## src/rtl/riscv_pkg.sv

```systemverilog
// Shared RISC-V encodings used by the writeback stage and the load-alignment logic.
package riscv_pkg;

    // Writeback source indices into the packed source array
    localparam int WB_LD  = 0;
    localparam int WB_ALU = 1;
    localparam int WB_PC4 = 2;
    localparam int WB_CSR = 3;

    // Load funct3 encodings
    localparam logic [2:0] F3_LB  = 3'b000;
    localparam logic [2:0] F3_LH  = 3'b001;
    localparam logic [2:0] F3_LW  = 3'b010;
    localparam logic [2:0] F3_LBU = 3'b100;
    localparam logic [2:0] F3_LHU = 3'b101;

    typedef enum logic {
        WB_EMPTY = 1'b0,
        WB_FULL  = 1'b1
    } wb_state_e;

endpackage

```

## src/rtl/wb_stage_if.sv

```systemverilog
// Memory-stage to writeback-stage bundle, including the register-file write port.
interface wb_stage_if #(
    parameter int XLEN    = 32,
    parameter int NUM_SRC = 4,
    parameter int SEL_W   = $clog2(NUM_SRC)
);
    logic                          in_valid;
    logic                          in_ready;
    logic                          flush;
    logic [NUM_SRC-1:0][XLEN-1:0]  src_data;
    logic [SEL_W-1:0]              wb_sel;
    logic [2:0]                    ld_funct3;
    logic [1:0]                    ld_addr_lo;
    logic [4:0]                    rd_addr;
    logic                          rd_we;
    logic                          rf_ready;
    logic                          out_valid;
    logic                          rf_we;
    logic [4:0]                    rf_waddr;
    logic [XLEN-1:0]               rf_wdata;
    logic                          ld_misalign;

    // Upstream side: memory stage plus register-file readiness
    modport master (
        output in_valid, flush, src_data, wb_sel, ld_funct3, ld_addr_lo,
               rd_addr, rd_we, rf_ready,
        input  in_ready, out_valid, rf_we, rf_waddr, rf_wdata, ld_misalign
    );

    modport slave (
        input  in_valid, flush, src_data, wb_sel, ld_funct3, ld_addr_lo,
               rd_addr, rd_we, rf_ready,
        output in_ready, out_valid, rf_we, rf_waddr, rf_wdata, ld_misalign
    );
endinterface

```

## src/rtl/wb_stage_load_align.sv

```systemverilog
// Combinational load alignment: byte/half/word extraction, sign/zero extension
// and misalignment detection. Also used by the cache-bypass path.
module load_align
    import riscv_pkg::*;
#(
    parameter int XLEN = 32
) (
    input  logic [XLEN-1:0] raw_i,
    input  logic [2:0]      funct3_i,
    input  logic [1:0]      addr_lo_i,
    output logic [XLEN-1:0] data_o,
    output logic            misalign_o
);
    logic [7:0]  byte_v;
    logic [15:0] half_v;
    logic [31:0] word_v;

    assign byte_v = raw_i[{addr_lo_i, 3'b000} +: 8];
    assign half_v = addr_lo_i[1] ? raw_i[31:16] : raw_i[15:0];
    assign word_v = raw_i[31:0];

    always_comb begin
        // NOTE: every output gets a default first so no path through the case infers a latch.
        data_o     = raw_i;
        misalign_o = 1'b0;
        case (funct3_i)
            F3_LB:  data_o = XLEN'($signed(byte_v));
            F3_LBU: data_o = XLEN'(byte_v);
            F3_LH: begin
                misalign_o = addr_lo_i[0];
                data_o     = XLEN'($signed(half_v));
            end
            F3_LHU: begin
                misalign_o = addr_lo_i[0];
                data_o     = XLEN'(half_v);
            end
            F3_LW: begin
                misalign_o = (addr_lo_i != 2'd0);
                data_o     = XLEN'($signed(word_v));
            end
            default: data_o = raw_i;
        endcase
        // A misaligned access never exposes partial data downstream
        if (misalign_o) data_o = '0;
    end

endmodule

```

## src/rtl/wb_stage.sv

```systemverilog
// Registered writeback stage: source select, load alignment, x0 suppression,
// back-pressure from the register-file port and flush.
module wb_stage
    import riscv_pkg::*;
#(
    parameter int XLEN    = 32,
    parameter int NUM_SRC = 4,
    parameter int SEL_W   = $clog2(NUM_SRC),
    parameter int LD_SRC  = 0
) (
    input  logic        clk,
    input  logic        rst,
    wb_stage_if.slave   bus
);
    wb_state_e       state_q, state_d;
    logic            full;
    logic            accept;

    logic            we_q, we_d;
    logic            mis_q, mis_d;
    logic [4:0]      waddr_q, waddr_d;
    logic [XLEN-1:0] wdata_q, wdata_d;

    logic [SEL_W-1:0] sel;
    logic [XLEN-1:0]  sel_word;
    logic [XLEN-1:0]  la_data;
    logic             la_mis;
    logic             is_ld;
    logic [XLEN-1:0]  res_data;
    logic             res_mis;
    logic             res_we;

    assign full   = (state_q == WB_FULL);
    assign accept = bus.in_valid && bus.in_ready && !bus.flush;

    load_align #(.XLEN(XLEN)) u_load_align (
        .raw_i      (bus.src_data[LD_SRC]),
        .funct3_i   (bus.ld_funct3),
        .addr_lo_i  (bus.ld_addr_lo),
        .data_o     (la_data),
        .misalign_o (la_mis)
    );

    // Result computation; out-of-range selects yield zero but still write
    always_comb begin
        sel      = bus.wb_sel;
        sel_word = '0;
        for (int i = 0; i < NUM_SRC; i++) begin
            if (int'(sel) == i) sel_word = bus.src_data[i];
        end
        is_ld    = (int'(sel) == LD_SRC);
        res_data = is_ld ? la_data : sel_word;
        res_mis  = is_ld && la_mis;
        res_we   = bus.rd_we && (bus.rd_addr != 5'd0) && !res_mis;
    end

    // State register
    always_ff @(posedge clk) begin
        // NOTE: sequential state uses non-blocking assignments so all registers update from pre-edge values.
        if (rst) state_q <= WB_EMPTY;
        else     state_q <= state_d;
    end

    // Next-state logic; rst is handled in the register, flush outranks accept
    always_comb begin
        state_d = state_q;
        if (bus.flush)         state_d = WB_EMPTY;
        else if (accept)       state_d = WB_FULL;
        else if (bus.rf_ready) state_d = WB_EMPTY;
    end

    // Output logic; in_ready is the only combinational output
    always_comb begin
        bus.out_valid = full;
        bus.in_ready  = !rst && (!full || bus.rf_ready);
    end

    // Datapath next values: hold by default
    always_comb begin
        we_d    = we_q;
        mis_d   = mis_q;
        waddr_d = waddr_q;
        wdata_d = wdata_q;
        if (bus.flush) begin
            we_d  = 1'b0;
            mis_d = 1'b0;
        end else if (accept) begin
            we_d    = res_we;
            mis_d   = res_mis;
            waddr_d = bus.rd_addr;
            wdata_d = res_data;
        end else if (full && bus.rf_ready) begin
            we_d = 1'b0;
        end
    end

    always_ff @(posedge clk) begin
        if (rst) begin
            we_q    <= 1'b0;
            mis_q   <= 1'b0;
            waddr_q <= '0;
            wdata_q <= '0;
        end else begin
            we_q    <= we_d;
            mis_q   <= mis_d;
            waddr_q <= waddr_d;
            wdata_q <= wdata_d;
        end
    end

    assign bus.rf_we       = we_q;
    assign bus.ld_misalign = mis_q;
    assign bus.rf_waddr    = waddr_q;
    assign bus.rf_wdata    = wdata_q;

endmodule

```

## src/flat_wrapper.sv

```systemverilog
// flat-port wrapper written by rule: the top's interface ports become plain ports
module wb_stage_flat import riscv_pkg::*;
#(
    parameter int XLEN    = 32,
    parameter int NUM_SRC = 4,
    parameter int SEL_W   = $clog2(NUM_SRC),
    parameter int LD_SRC  = 0
)
  (clk, rst, bus_in_valid, bus_flush, bus_src_data, bus_wb_sel, bus_ld_funct3, bus_ld_addr_lo, bus_rd_addr, bus_rd_we, bus_rf_ready, bus_in_ready, bus_out_valid, bus_rf_we, bus_rf_waddr, bus_rf_wdata, bus_ld_misalign);
  wb_stage_if #(.XLEN(XLEN), .NUM_SRC(NUM_SRC), .SEL_W(SEL_W)) bus_i ();
  input  logic clk;
  input  logic rst;
  input wire logic [$bits(bus_i.in_valid)-1:0] bus_in_valid;
  input wire logic [$bits(bus_i.flush)-1:0] bus_flush;
  input wire logic [$bits(bus_i.src_data)-1:0] bus_src_data;
  input wire logic [$bits(bus_i.wb_sel)-1:0] bus_wb_sel;
  input wire logic [$bits(bus_i.ld_funct3)-1:0] bus_ld_funct3;
  input wire logic [$bits(bus_i.ld_addr_lo)-1:0] bus_ld_addr_lo;
  input wire logic [$bits(bus_i.rd_addr)-1:0] bus_rd_addr;
  input wire logic [$bits(bus_i.rd_we)-1:0] bus_rd_we;
  input wire logic [$bits(bus_i.rf_ready)-1:0] bus_rf_ready;
  output wire logic [$bits(bus_i.in_ready)-1:0] bus_in_ready;
  output wire logic [$bits(bus_i.out_valid)-1:0] bus_out_valid;
  output wire logic [$bits(bus_i.rf_we)-1:0] bus_rf_we;
  output wire logic [$bits(bus_i.rf_waddr)-1:0] bus_rf_waddr;
  output wire logic [$bits(bus_i.rf_wdata)-1:0] bus_rf_wdata;
  output wire logic [$bits(bus_i.ld_misalign)-1:0] bus_ld_misalign;
  assign bus_i.in_valid = bus_in_valid;
  assign bus_i.flush = bus_flush;
  assign bus_i.src_data = bus_src_data;
  assign bus_i.wb_sel = bus_wb_sel;
  assign bus_i.ld_funct3 = bus_ld_funct3;
  assign bus_i.ld_addr_lo = bus_ld_addr_lo;
  assign bus_i.rd_addr = bus_rd_addr;
  assign bus_i.rd_we = bus_rd_we;
  assign bus_i.rf_ready = bus_rf_ready;
  assign bus_in_ready = bus_i.in_ready;
  assign bus_out_valid = bus_i.out_valid;
  assign bus_rf_we = bus_i.rf_we;
  assign bus_rf_waddr = bus_i.rf_waddr;
  assign bus_rf_wdata = bus_i.rf_wdata;
  assign bus_ld_misalign = bus_i.ld_misalign;
  wb_stage #(.XLEN(XLEN), .NUM_SRC(NUM_SRC), .SEL_W(SEL_W), .LD_SRC(LD_SRC)) u_core (.clk(clk), .rst(rst), .bus(bus_i));
endmodule
```

## config.mk

```make
export PLATFORM = sky130hd
export DESIGN_NAME = wb_stage_flat
export DESIGN_NICKNAME = d
export VERILOG_FILES = /design/src/rtl/riscv_pkg.sv /design/src/rtl/wb_stage_if.sv /design/src/rtl/wb_stage_load_align.sv /design/src/rtl/wb_stage.sv /design/src/flat_wrapper.sv
export SDC_FILE = /design/constraint.sdc
export NUM_CORES = 1
export LEC_CHECK = 0
export ABC_AREA = 1
export CAP_MARGIN = 25
export CORE_ASPECT_RATIO = 0.6
export CORE_MARGIN = 2
export CORE_UTILIZATION = 38
export CTS_CLUSTER_SIZE = 30
export DETAILED_ROUTE_END_ITERATION = 8
export HOLD_SLACK_MARGIN = 0.05
export PLACE_DENSITY_LB_ADDON = 0.12
export SLEW_MARGIN = 20
export SYNTH_ARGS = -nofsm -noshare
export SYNTH_HDL_FRONTEND = slang
export SYNTH_SLANG_ARGS = --single-unit
```

## constraint.sdc

```tcl
create_clock -name clk -period 1.6 [get_ports clk]
set_input_delay 0.32 -clock clk [delete_from_list [all_inputs] [get_ports clk]]
set_output_delay 0.32 -clock clk [all_outputs]
set_load 0.03 [all_outputs]
```

# == Word level (Yosys, flattened, before mapping) ==
# Cells that the tools add are included.
# totals
ff_bits,40
latch_bits,0
mem_bits_rw,0
mem_bits_ro,0
out_inout_bits,41
mem_count,0
# classes
addsub,0
multipliers,0
n_div,0
n_lt_le_gt_ge,0
n_eq_ne,7
n_shift,1
muxes,12
bitwise,1
reduce_logical,21
# op_table
operator,n
$mux 32,5
$pmux 32 s4,1
$shiftx 32x6->8,1
$mux 16,1
$logic_and 1x1->1,7
$eq 3x3->1 const B,2
$reduce_bool 2->1,3
$reduce_bool 5->1,1
$eq 2x2->1 const B,2
$logic_not 1->1,4
$mux 1,4
$reduce_or 2->1,2
$eq 3x1->1 const B,1
$eq 3x2->1 const B,1
$logic_not 3->1,1
$eq 2x1->1 const B,1
$logic_not 2->1,1
$pmux 1 s2,1
$reduce_and 2->1,1
$logic_or 1x1->1,1
$not 1->1,1

# == Logic depth before layout (Yosys ltp) ==
# Gate-level depths: netlist of run 1.
# depth
depth_word,7
depth_mapped,10

# == By module ==
# From an unflattened synthesis of run 1, not the netlist that was laid out.
# hier_totals
cells_unflattened,617
area_unflattened_um2,3495.9
# by_module_without_submodules
module,n_inst,cells_each,area_each_um2
wb_stage,1,410,2483.6
load_align,1,207,1012.2

# == Worst setup path before layout of run 1 ==
# No wires, ideal clock.
# synth_timing
kind,register -> register
start,"register u_core.state_q, in the netlist u_core.bus.out_valid"
end,"register u_core.wdata_q[26], in the netlist u_core.bus.rf_wdata[26]"
setup_ps,120
t_arrival_ps,1258
required_ps,1480
path_slack_ps,223
path_stages_with_launch,9
period_less_slack_ps,1377
path_cell_list,dfxtp_1 inv_1 nor2_1 inv_1 nand2_2 inv_2 buf_4 o21ai_0 a21oi_1
# synth_between
elab_chain_cells,6
# synth_lines
element,line_no,text
"start, declared",wb_stage.sv:15,"wb_state_e state_q, state_d;"
"start signal, assigned",wb_stage.sv:61,else state_q <= state_d;
$logic_not 1->1,wb_stage.sv:75,bus.in_ready = !rst && (!full || bus.rf_ready);
$logic_or 1x1->1,wb_stage.sv:75,
$logic_and 1x1->1,wb_stage.sv:75,
$logic_and 1x1->1 (2 in a row),wb_stage.sv:34,assign accept = bus.in_valid && bus.in_ready && !bus.flush;
$reduce_and 2->1 (no line),n/a,
"end signal, assigned",wb_stage.sv:107,wdata_q <= wdata_d;
"end, declared",wb_stage.sv:22,"logic [XLEN-1:0] wdata_q, wdata_d;"
# Every way passes these cells.
# A chain may end at the register's enable or synchronous reset.

# == Final worst setup path of run 1 ==
# layout_timing
start,input bus_rf_ready
end,output bus_in_ready
# layout_between
elab_chain_cells,2
# layout_lines
element,line_no,text
"start, declared",flat_wrapper.sv:21,input wire logic [$bits(bus_i.rf_ready)-1:0] bus_rf_ready;
$logic_or 1x1->1,wb_stage.sv:75,
$logic_and 1x1->1,wb_stage.sv:75,
"end, declared",flat_wrapper.sv:22,output wire logic [$bits(bus_i.in_ready)-1:0] bus_in_ready;
# Every way passes these cells.

==> metrics.cfg, run 1 <==
[setup_path]
critPathMaxFanout = 2
r2r-end = u_core.bus.rf_wdata[7]
slowest_stage = clkdlybuf4s50_1
endpoint_kind = output pin
crit_family = buffers and inverters
reg2reg_setup_slack_ps = 210
required_ps = 1280
critPathBufInv = 3
r2r_cells = 8
critPathLaunchType = input pin
path_cells = clkdlybuf4s50_1 > nor2_1 > buf_4 > nor2_1 > buf_4
cp.arrival_ps = 1250
path_class = in -> out
reg2reg_from = u_core.bus.out_valid
slowest_delay_ps = 480

[logic_synthesis]
netlist.area_leader.share_pct = 25.5
synth_common_cells = 203 x nand2_1, 85 x nor2_1, 64 x o21ai_0, 51 x nand3_1, 42 x a21oi_1
synth.cell_area_um2 = 3140
synth_cell_type_count = 22
synth_nets = 717
ys_seq_area_share_pct = 25.5
ys_top_cells_by_area = dfxtp_1 25%, nand2_1 24%, o21ai_0 10%, nor2_1 10%, nand3_1 8.1%
syn_inst = 571
ys_seq_elements = 40
synth_most_common_cell = nand2_1
synthFlopType = dfxtp_1
yosysTopAreaCell = dfxtp_1
syn_avg_cell_area_um2 = 5.50
yosys_warnings = 0
synth_edf_count = 0
async_flop_share_pct = 0

[global_routing]
grt-ovfl-total = 0
grt_pass1_vias = 4253
grt_pass1_wl_mm = 20.6
grtUsageTotal_pct = 28.7
antenna_found_initial = 0
grt_max_degree = 34

[drt]
ant_nets = 0
drt-initial-drc-count = 304
drc = 0
drt_wl_total_mm = 13.3
vias = 4508
detail_route.vias_per_cell = 5.05
wl_per_cell_um = 14.9
first_pass_iters = 5

[run]
maxCapViolCount = 0

[timing]
fin_setup_tns_ps = 0
period_needed_ps = 1570
period_share_pct = 98.0
timing.hold.ws_ps = 462
tightest_slew_ps = 355
setup_viol = 0
finalClockSkew_ps = 6.96
hold_violations = 0
slew_headroom_pct = 76.5
drv_slew = 0
rsz0062_at_grt = false
fmax_ghz = 0.638

[clocking]
clock_latency_ps = 290
clock_sinks = 40
clockRootBuffer = clkbuf_16
holdBufCountCts = 0
cts_max_level = 2
cts-buffers-inserted = 5
cts_tree = built
clk_pin_slew_ps = 60
post_cts_buffers = 0
cts_buffer_depth = 2

[power]
p_leak_nw = 2.67
vdd_drop_max_mv = 0.444
p_per_area_nw_per_um2 = 608

[layout]
diodes = 0
drive_gt1_share_pct = 10.8
finalNetCount = 929
area_delta_synth_final_pct = 80.0
seq_area_um2 = 801
multi_input_area_um2 = 2040
n_fill_cell = 678

[floorplanning]
fp-row-count = 25
die_width_um = 121
die_h_um = 74.4
io_pins = 187
core_area_um2 = 7950
die_area_um2 = 9030
initial_core_util_pct = 39.5

[hold_path]
worstHoldStart = u_core.bus.rf_waddr[0]
hold_class = reg -> reg
min_path_cells = 2
min_to = u_core.bus.rf_waddr[0]

[placement]
io_buffers = 186
gp_congestion = 0.965
hpwl_mm = 10.7

[status]
status = complete, no violations

-- cell type report --
type	instances	share of cell area (%)
inverters	31	2.10
well taps	108	2.39
clock buffers	5	2.21
repair buffers	239	42.3
flip-flops and latches	40	14.2
multi-input cells	466	36.1
clock inverters	3	0.753
-- power breakdown --
group | switching [mW] | internal, mW | leakage [nW]
registers | 0.0243 | 1.04 | 0.327
logic | 0.588 | 0.633 | 2.27
clock network | 0.418 | 0.733 | 0.0798
-- flip-flops by register name, indices dropped and copies added, names as in the netlist --
signal	flops
u_core.bus.ld_misalign	1
u_core.bus.rf_we	1
u_core.bus.out_valid	1
u_core.bus.rf_waddr	5
u_core.bus.rf_wdata	32
-- how the worst max path moves through the flow --
stage	endpoint	cells after the start	slack [ps]	from
after CTS	u_core.bus.rf_wdata[13]	8	20	bus_wb_sel[1]
after floorplan	u_core.bus.rf_wdata[26]	8	220	u_core.bus.out_valid
after detailed placement	u_core.bus.rf_wdata[13]	11	-320	bus_ld_addr_lo[1]
after global routing	bus_in_ready	5	2	bus_rf_ready
after global placement	u_core.bus.rf_wdata[8]	11	-350	bus_ld_addr_lo[1]
final	bus_in_ready	5	30	bus_rf_ready
-- tightest hold or removal path, delay by kind of cell, from the launching register on --
family,cells,cell delay [ps]
flops,1,300
simple gates,1,60
compound gates,1,50
-- cell families (layout without fill, tap and decap cells) --
group / after synthesis / after routing / synth area share [%]
AND/OR/NAND/NOR: 354 / 354 / 46.1
buffers and inverters: 65 / 278 / 10.1
flip-flops: 40 / 40 / 25.5
AO/OA/AOI/OAI: 112 / 112 / 18.3
-- timing repair --
action | CTS | global route
resized for setup | 42 | 10
endpoints found under the setup margin | 55 | 33
endpoints found under the hold margin | 0 | 0
cloned | 0 | 1
-- metrics by stage --
step	instances	power, mW	cell area [um^2]	worst slack (ps)	utilization [%]
finish	892	3.44	5650	31.7	71.1
global route	892	3.59	5650	1.63	71.1
CTS	891	3.43	5600	16.9	70.4
detailed placement	883	2.32	5480	-322	68.9
global placement	883	2.31	5480	-348	68.9
floorplan	571	1.60	3140	223	-
-- routing by layer --
layer  vias up  routed length [um]  GRT usage (%)
met5         -                   0              0
met4         0                 197           6.77
met3        23                1330           6.75
met2       231                6020           48.1
met1      1994                5770           38.0
li1       2260                   -              -
-- cell usage in the layout (no fill, tap or decap), drive strengths merged --
master           n
inv             31
nand3           51
or2              5
bufinv           1
a21oi           43
dfxtp           40
dlymetal6s2s     4
buf             53
clkinvlp         1
nand2          207
nor2            91
clkdlybuf4s50  140
clkinv           1
o211ai           3
o21ai           66
clkbuf           6
dlygate4sd2     41
(Power assumes the default switching activity.)
==> run 2: changes to the inputs <==
Settings changed: CAP_MARGIN 25 to 30, CORE_MARGIN 2 to not set.
==> run 2 against run 1 <==
Clock skew decreased by 1.7 ps. Worst hold slack got worse by 4.3 ps. Fmax about the same. Sequential cell count unchanged. Critical path type unchanged. Highest routed layer unchanged. Die area decreased by 4.3%. Largest cell class unchanged. Clock power increased by 6%. Non-clock buffer count decreased by 7. Clock-buffer cell count increased by 2.
==> metrics.cfg, run 2 (synthesis results as in run 1) <==
[drt]
drc = 0  ; unchanged
detail_route.vias_per_cell = 5.02  ; -0.57%
drt-initial-drc-count = 373  ; +23%
drt_wl_total_mm = 12.8  ; -3.6%
ant_nets = 0  ; unchanged
wl_per_cell_um = 14.5  ; -2.8%
vias = 4447  ; -1.4%
first_pass_iters = 5  ; unchanged

[clocking]
cts_max_level = 2  ; unchanged
cts_buffer_depth = 2  ; unchanged
post_cts_buffers = 0  ; unchanged
cts-buffers-inserted = 5  ; unchanged
clockRootBuffer = clkbuf_16
clk_pin_slew_ps = 60  ; about the same
clock_sinks = 40  ; unchanged
clock_latency_ps = 280  ; about the same
cts_resized = 42  ; unchanged
cts_tree = built
holdBufCountCts = 0  ; unchanged

[timing]
hold_violations = 0  ; unchanged
period_share_pct = 98.0  ; about the same
period_needed_ps = 1570  ; +0.101 ps
slew_headroom_pct = 77.2  ; +0.74 points
setup_viol = 0  ; unchanged
fmax_ghz = 0.638  ; about the same
finalClockSkew_ps = 5.22  ; -1.74 ps
drv_slew = 0  ; unchanged
rsz0062_at_grt = false
tightest_slew_ps = 343  ; -11.2 ps

[layout]
diodes = 0  ; unchanged
final_util_pct = 70.0  ; -1.1 points
largest_register_ffs = 32  ; unchanged
mostFrequentLayoutCells = 203 x nand2_1, 139 x clkdlybuf4s50_1, 82 x nor2_1
area_delta_synth_final_pct = 77.2
finalNetCount = 922  ; -0.75%
n_fill_cell = 679  ; +0.15%
drive_gt1_share_pct = 10.2  ; -0.67 points
postLayoutCellArea_um2 = 5570  ; -1.5%
final_common_cell = nand2_1

[floorplanning]
die_area_um2 = 8640  ; -4.3%
io_pins = 187  ; unchanged
die_width_um = 119  ; -1.6%
initial_core_util_pct = 39.5  ; unchanged
die_h_um = 72.4  ; -2.7%
fp-row-count = 25  ; unchanged
core_area_um2 = 7950  ; unchanged

[power]
vdd_drop_max_mv = 0.425  ; -4.2%
p_leak_nw = 2.64  ; -1.2%
p_per_area_nw_per_um2 = 625  ; +2.8%
totalPowerFinal_mw = 3.48  ; +1.2%

[global_routing]
grt_max_degree = 27  ; -21%
antenna_found_initial = 0  ; unchanged
grt-ovfl-total = 0  ; unchanged
grtUsageTotal_pct = 28.9  ; +0.18 points
grt_pass1_vias = 4023  ; -5.4%
grt_pass1_wl_mm = 19.8  ; -3.9%

[setup_path]
critPathMaxFanout = 2  ; unchanged
cp.arrival_ps = 1250  ; about the same
critPathCapture = bus_in_ready
path_class = in -> out
required_ps = 1280  ; about the same
reg2reg_from = u_core.bus.out_valid
r2r_cells = 8  ; unchanged
r2r-end = u_core.bus.rf_wdata[26]
reg2reg_setup_slack_ps = 280  ; +70 ps
critPathLaunchType = input pin
critPathLaunch = bus_rf_ready
endpoint_kind = output pin

[placement]
placed_area_um2 = 5390  ; -1.5%
gp_congestion = 0.887  ; -8.1%
io_buffers = 186  ; unchanged
hpwl_mm = 10.2  ; -4.3%

[hold_path]
hold_class = reg -> reg

[run]
maxCapViolCount = 0  ; unchanged

[status]
status = complete, no violations

run 2: cell count changes in the layout (fill, tap and decap cells not counted), sizes merged:
cell           before  now
buf                53   47
clkbuf              6    7
clkdlybuf4s50     140  139
clkinv              1    0
clkinvlp            1    0
dlymetal6s2s        4    5
run 2: worst min-delay path by stage:
| stage | to | slack (ps) | startpoint | cells after the start |
|---|---|---|---|---|
| 6_report | u_core.bus.ld_misalign | 460 | u_core.bus.ld_misalign | 2 |
| 3_3_place_gp | u_core.bus.rf_waddr[1] | 450 | u_core.bus.rf_waddr[1] | 2 |
| 5_1_grt | u_core.bus.ld_misalign | 480 | u_core.bus.ld_misalign | 2 |
| 4_1_cts | u_core.bus.ld_misalign | 460 | u_core.bus.ld_misalign | 2 |
| 3_5_place_dp | u_core.bus.ld_misalign | 450 | u_core.bus.ld_misalign | 2 |
| 2_1_floorplan | u_core.bus.rf_waddr[0] | 390 | rst | 1 |
run 2: power breakdown:
part	switching, mW	internal [mW]	total (mW)	leakage (nW)
clock network	0.402	0.821	1.22	0.0901
registers	0.0251	1.04	1.07	0.327
logic	0.581	0.607	1.19	2.23
run 2: cell type report:
cell class | count | area (um^2) | area share, %
clock inverter | 1 | 30.0 | 0.540
multi-input combinational | 466 | 2040 | 36.7
tap | 108 | 135 | 2.43
clock buffer | 7 | 153 | 2.74
sequential | 40 | 801 | 14.4
inverter | 31 | 116 | 2.09
timing repair buffer | 232 | 2290 | 41.1
run 2: per-stage QoR:
stage	hold slack, ps	setup slack [ps]	instances	setup TNS (ps)
2_1_floorplan	389	223	571	0
3_3_place_gp	449	-350	877	-10580
3_5_place_dp	453	-325	877	-9330
4_1_cts	460	1.79	885	0
5_1_grt	485	21.3	885	0
6_report	458	31.6	885	0
run 2: critical path, cell delays in order:
cell and delay (ps):
clkdlybuf4s50_1 470, nor2_1 60, buf_4 130, nor2_2 100
buf_4 170
run 2: metal layers:
| layer | vias to the layer above | GRT usage [%] | wire (um) |
|---|---|---|---|
| met5 | - | 0 | 0 |
| met4 | 0 | 6.53 | 110 |
| met3 | 13 | 5.42 | 983 |
| met2 | 206 | 48.8 | 5840 |
| met1 | 1990 | 38.5 | 5910 |
| li1 | 2238 | - | - |
==> variant 1: new RTL, config.mk and constraints of run 2 <==
`XLEN` is set to 32 in 4 places; all go to 40.
--- a/src/rtl/wb_stage_if.sv
+++ b/src/rtl/wb_stage_if.sv
@@ -1,5 +1,5 @@
 // Memory-stage to writeback-stage bundle, including the register-file write port.
 interface wb_stage_if #(
-    parameter int XLEN    = 32,
+    parameter int XLEN    = 40,
     parameter int NUM_SRC = 4,
     parameter int SEL_W   = $clog2(NUM_SRC)
--- a/src/rtl/wb_stage_load_align.sv
+++ b/src/rtl/wb_stage_load_align.sv
@@ -4,5 +4,5 @@
     import riscv_pkg::*;
 #(
-    parameter int XLEN = 32
+    parameter int XLEN = 40
 ) (
     input  logic [XLEN-1:0] raw_i,
--- a/src/rtl/wb_stage.sv
+++ b/src/rtl/wb_stage.sv
@@ -4,5 +4,5 @@
     import riscv_pkg::*;
 #(
-    parameter int XLEN    = 32,
+    parameter int XLEN    = 40,
     parameter int NUM_SRC = 4,
     parameter int SEL_W   = $clog2(NUM_SRC),
--- a/src/flat_wrapper.sv
+++ b/src/flat_wrapper.sv
@@ -2,5 +2,5 @@
 module wb_stage_flat import riscv_pkg::*;
 #(
-    parameter int XLEN    = 32,
+    parameter int XLEN    = 40,
     parameter int NUM_SRC = 4,
     parameter int SEL_W   = $clog2(NUM_SRC),
Interface: changed (resized bus_rf_wdata and bus_src_data); port bits go from 187 to 227. No check against the original RTL was run, so the function may have changed too.
==> variant 1 against run 2 <==
Wire length grew 17%. Critical path depth unchanged. Sequential power grew 20%. First-iteration DRC count grew 4.8%. Area after synthesis up 12%. Power increased by 6.5%. Sequential cell count increased by 8. Final area rose by 15%. Setup slack improved by 0.030 ns. Count of clock-buffer cells in the layout down 2. Largest cell class unchanged. Highest routed layer unchanged.
==> variant 1: results (changes against run 2) <==
----------------------------------------------------
[Status]
  Status ... finished clean (unchanged)

[Global routing]
  M1 GR Usage ... 38.7% (was 38.5%)
  Number of antenna violations at the first check in global routing ... 1 (was 0)
  Largest net degree at the start of global routing ... 25 (was 27)
  Overall Global Routing Usage ... 30.5% (was 28.9%)

[Yosys]
  Compound-cell area share of the yosys netlist ... 16.6% (was 18.3%)
  Portion of the post-synthesis area used by sequential elements ... 27.4% (was 25.5%)
  Top cells by count, synth ... 266 x sky130_fd_sc_hd__nand2_1, 73 x sky130_fd_sc_hd__nand3_1, 59 x sky130_fd_sc_hd__nor2_1, 48 x sky130_fd_sc_hd__dfxtp_1, 47 x sky130_fd_sc_hd__a21oi_1 (was 203 x sky130_fd_sc_hd__nand2_1, 85 x sky130_fd_sc_hd__nor2_1, 64 x sky130_fd_sc_hd__o21ai_0, 51 x sky130_fd_sc_hd__nand3_1, 42 x sky130_fd_sc_hd__a21oi_1)
  Cell types with the largest area share after synthesis ... sky130_fd_sc_hd__nand2_1 28%, sky130_fd_sc_hd__dfxtp_1 27%, sky130_fd_sc_hd__nand3_1 10%, sky130_fd_sc_hd__a21oi_1 6.7%, sky130_fd_sc_hd__nor2_1 6.3% (was sky130_fd_sc_hd__dfxtp_1 25%, sky130_fd_sc_hd__nand2_1 24%, sky130_fd_sc_hd__o21ai_0 10%, sky130_fd_sc_hd__nor2_1 10%, sky130_fd_sc_hd__nand3_1 8.1%)
  Cells after synthesis ... 620 (was 571)

[Worst setup path]
  Worst Path Arrival ... 1.22 ns (was 1.25 ns)

[Power and ir drop]
  Power attributed to sequential cells ... 1.28 mW (was 1.07 mW)
  Switching power total ... 1.17 mW (was 1.01 mW)
  Leak pwr ... 3.02 nW (was 2.64 nW)
  Combinational gate power ... 1.36 mW (was 1.19 mW)

[Timing]
  Worst Max-Slew Pin Slew ... 0.338 ns (was 0.343 ns)
  Max Clock Skew ... 0.00876 ns (was 0.00522 ns)

[Placement]
  Placer's final routability congestion estimate ... 1.02 (was 0.887)
  IO buf count ... 226 (was 186)
  Post-placement worst setup slack ... -0.372 ns (was -0.325 ns)
  Placed Cells ... 976 (was 877)
  Cell area after placement ... 0.00623 sq mm (was 0.00539 sq mm)

[Layout]
  Inverters, non-clock ... 21 (was 31)
  Number of flip-flops under the largest register name ... 40 (was 32)
  Count of flip-flops and latches ... 48 (was 40)
  Share of cell area taken by multi-input logic gates ... 35.8% (was 36.7%)

[Routing]
  Total number of vias ... 5093 (was 4447)
  Total length of routed wires ... 15000 microns (was 12800 microns)
  Met1 WL ... 6380 microns (was 5910 microns)
  Total length of routed met2 wires ... 6840 microns (was 5840 microns)

----------------------------------------------------
[variant 1: cell types whose count changed after synthesis, sizes merged, moves of 5 or more]
| cell | delta |
|---|---|
| inv | -10 |
| nand3 | +25 |
| clkbuf | +5 |
| nand2 | +61 |
| nor2 | -30 |
| o21ai | -18 |
| dfxtp | +8 |
| a21oi | +14 |
[variant 1: final timing paths]
| check | slack (ns) | from | to | depth (start not counted) |
|---|---|---|---|---|
| hold reg to reg | 0.46 | u_core.bus.rf_wdata[6]$_SDFFE_PP0P_ | u_core.bus.rf_wdata[6]$_SDFFE_PP0P_ | 2 |
| hold / removal | 0.46 | u_core.bus.rf_wdata[6]$_SDFFE_PP0P_ | u_core.bus.rf_wdata[6]$_SDFFE_PP0P_ | 2 |
| setup / recovery | 0.06 | bus_rf_ready | bus_in_ready | 5 |
| setup reg to reg | 0.23 | u_core.bus.out_valid$_SDFFE_PP0P_ | u_core.bus.rf_wdata[30]$_SDFFE_PP0P_ | 8 |
[variant 1: stage by stage]
stage          hold WS (ns)  TNS [ns]
5_1_grt               0.494   -0.0227
3_3_place_gp          0.450    -10.94
3_5_place_dp          0.456    -13.72
2_1_floorplan         0.460         0
4_1_cts               0.465         0
6_report              0.463         0
[variant 1: worst min-delay path, stage by stage, from the launching register on]
cell and delay (ns):
sky130_fd_sc_hd__dfxtp_1 0.31, sky130_fd_sc_hd__nand2_1 0.06, sky130_fd_sc_hd__a21oi_1 0.05
[variant 1: timing repair]
| item | CTS | global route |
|---|---|---|
| pin swaps | 0 | 2 |
| endpoints found under the setup margin | 80 | 40 |
| gates resized for setup | 53 | 14 |
| endpoints found under the hold margin | 0 | 0 |
| gates cloned | 0 | 0 |
==> variant 2: new RTL, config.mk and constraints of run 2 <==
Without the edit above. Reset style: asynchronous (`rst`), changed in 2 clocked blocks.
--- a/src/rtl/wb_stage.sv
+++ b/src/rtl/wb_stage.sv
@@ -56,5 +56,5 @@
 
     // State register
-    always_ff @(posedge clk) begin
+    always_ff @(posedge clk or posedge rst) begin
         // NOTE: sequential state uses non-blocking assignments so all registers update from pre-edge values.
         if (rst) state_q <= WB_EMPTY;
@@ -95,5 +95,5 @@
     end
 
-    always_ff @(posedge clk) begin
+    always_ff @(posedge clk or posedge rst) begin
         if (rst) begin
             we_q    <= 1'b0;
Check against the original RTL: differs if rst is asserted again (counterexample within 4 cycles, from zero or initial values and one cycle with rst high); with rst held inactive, the same outputs for 10 cycles.
==> variant 2 against run 2 <==
Core utilization fell by 3.4 points. Final area rose by 12%. Sequential cell count did not move. Sequential share of layout area rose by 1.8 points. Power rose by 26%. Setup slack improved by 0.052 ns. Area after synthesis rose by 18%. Clock skew rose by 0.0014 ns. Wire length rose by 6.5%.
==> variant 2: results (changes against run 2) <==
----------------------------------------------------
[Global routing]
  Largest net degree at the start of global routing ... 46 (was 27)
  Overall Global Routing Usage ... 27.0% (was 28.9%)

[Yosys]
  Cells after synthesis ... 621 (was 571)
  Syn nets ... 767 (was 717)
  Yosys cell types ... 30 (was 22)
  Cell types with the largest area share after synthesis ... sky130_fd_sc_hd__dfrtp_1 27%, sky130_fd_sc_hd__nand2_1 22%, sky130_fd_sc_hd__inv_1 7.6%, sky130_fd_sc_hd__nand3_1 7.0%, sky130_fd_sc_hd__nor2_1 6.4% (was sky130_fd_sc_hd__dfxtp_1 25%, sky130_fd_sc_hd__nand2_1 24%, sky130_fd_sc_hd__o21ai_0 10%, sky130_fd_sc_hd__nor2_1 10%, sky130_fd_sc_hd__nand3_1 8.1%)
  Proportion of synthesized flip-flops having asynchronous set or reset ... 100% (was 0%)
  Portion of the post-synthesis area used by sequential elements ... 27.0% (was 25.5%)
  Top cells by count, synth ... 216 x sky130_fd_sc_hd__nand2_1, 75 x sky130_fd_sc_hd__inv_1, 63 x sky130_fd_sc_hd__nor2_1, 52 x sky130_fd_sc_hd__nand3_1, 41 x sky130_fd_sc_hd__o21ai_0 (was 203 x sky130_fd_sc_hd__nand2_1, 85 x sky130_fd_sc_hd__nor2_1, 64 x sky130_fd_sc_hd__o21ai_0, 51 x sky130_fd_sc_hd__nand3_1, 42 x sky130_fd_sc_hd__a21oi_1)

[Timing]
  Highest attainable clock frequency ... 0.660 GHz (was 0.638 GHz)
  Worst Max-Slew Pin Slew ... 0.395 ns (was 0.343 ns)

[Worst setup path]
  Endpoint of the worst register-to-register path ... u_core.bus.rf_wdata[19]$_DFFE_PP0P_ (was u_core.bus.rf_wdata[26]$_SDFFE_PP0P_)
  Startpoint of the worst register-to-register path ... u_core.bus.out_valid$_DFFE_PP0P_ (was u_core.bus.out_valid$_SDFFE_PP0P_)
  Start point of the critical path ... rst (was bus_rf_ready)

[Status]
  Status ... finished clean (unchanged)

[Min path]
  Hold Crit Start ... u_core.bus.rf_waddr[4]$_DFFE_PP0P_ (was u_core.bus.ld_misalign$_SDFFE_PP0P_)

[Routing]
  Starting DRC count in detailed routing ... 265 (was 373)
  Per-cell routed wire length ... 14.2 microns (was 14.5 microns)

[Layout]
  # nets final ... 978 (was 922)
  Fraction of layout cells with a size suffix above 1 ... 15.5% (was 10.2%)

[Placement]
  Placer's final routability congestion estimate ... 0.873 (was 0.887)
  Total half-perimeter wirelength after legalization and detailed placement ... 10900 microns (was 10200 microns)
  Placed Cells ... 950 (was 877)
  Cell area after placement ... 0.00600 sq mm (was 0.00539 sq mm)

[Power and ir drop]
  Leak pwr ... 3.10 nW (was 2.64 nW)
  Internal power ... 2.72 mW (was 2.47 mW)
  Worst supply voltage drop on vdd ... 0.000453 V (was 0.000425 V)

----------------------------------------------------
[variant 2: changes by cell type in the layout (fill, tap and decap cells not counted), sizes merged, moves of 2 or more]
cell | before | now
inv | 31 | 83
dfrtp | 0 | 40
dfxtp | 40 | 0
nand2 | 207 | 232
o21ai | 66 | 48
a21oi | 43 | 30
a21boi | 0 | 4
clkinv | 0 | 4
nand4 | 0 | 2
nor2 | 91 | 89
[variant 2: cell type report]
| class | instances | area, sq um |
|---|---|---|
| multi-input combinational | 466 | 2190 |
| inverter | 85 | 323 |
| sequential | 40 | 1000 |
| tap | 130 | 163 |
| timing repair buffer | 234 | 2380 |
| fill | 856 | 3110 |
| clock buffer | 6 | 139 |
| clock inverter | 2 | 10.0 |
[variant 2: how the worst min path moves through the flow]
stage | end | slack, ns | cells after the start
floorplan | u_core.bus.rf_waddr[4]$_DFFE_PP0P_ | 0.43 | 2
global placement | u_core.bus.rf_waddr[4]$_DFFE_PP0P_ | 0.46 | 2
detailed placement | u_core.bus.rf_waddr[4]$_DFFE_PP0P_ | 0.48 | 2
CTS | u_core.bus.rf_waddr[4]$_DFFE_PP0P_ | 0.49 | 2
global route | u_core.bus.rf_wdata[3]$_DFFE_PP0P_ | 0.51 | 2
finish | u_core.bus.rf_waddr[4]$_DFFE_PP0P_ | 0.48 | 2
[variant 2: what timing repair did]
item,in CTS,in global routing
gates cloned,0,3
pin swaps,1,3
endpoints found under the setup margin,43,32
gates resized for setup,43,7
buffers inserted,0,2
[variant 2: kinds of logic (layout without fill, tap and decap cells)]
logic type	count (synthesis)	after routing	synth area share, %
AO/OA/AOI/OAI	87	87	13.8
buffers and inverters	116	327	14.8
flip-flops	40	40	27.0
AND/OR/NAND/NOR	378	379	44.4
[variant 2: power groups by stage]
stage               sequential (mW)  clock (mW)  combinational [mW]
floorplan                      1.70           0               0.714
global placement               1.32           0                2.11
detailed placement             1.33           0                2.14
CTS                            1.31        1.07                2.01
global route                   1.32        1.11                2.21
finish                         1.30        1.05                2.04
[variant 2: critical path, cell delays in order]
cell and delay (ns):
sky130_fd_sc_hd__clkdlybuf4s50_1 0.46, sky130_fd_sc_hd__a21oi_4 0.15, sky130_fd_sc_hd__buf_4 0.14, sky130_fd_sc_hd__buf_6 0.12
[variant 2: routing by layer]
layer | wire (microns) | track usage [%] | part of all wire (%)
met5 | 0 | 0 | 0
met4 | 55 | 3.26 | 0.40
met3 | 1220 | 5.79 | 8.9
met2 | 5890 | 44.3 | 43
met1 | 6510 | 37.2 | 48
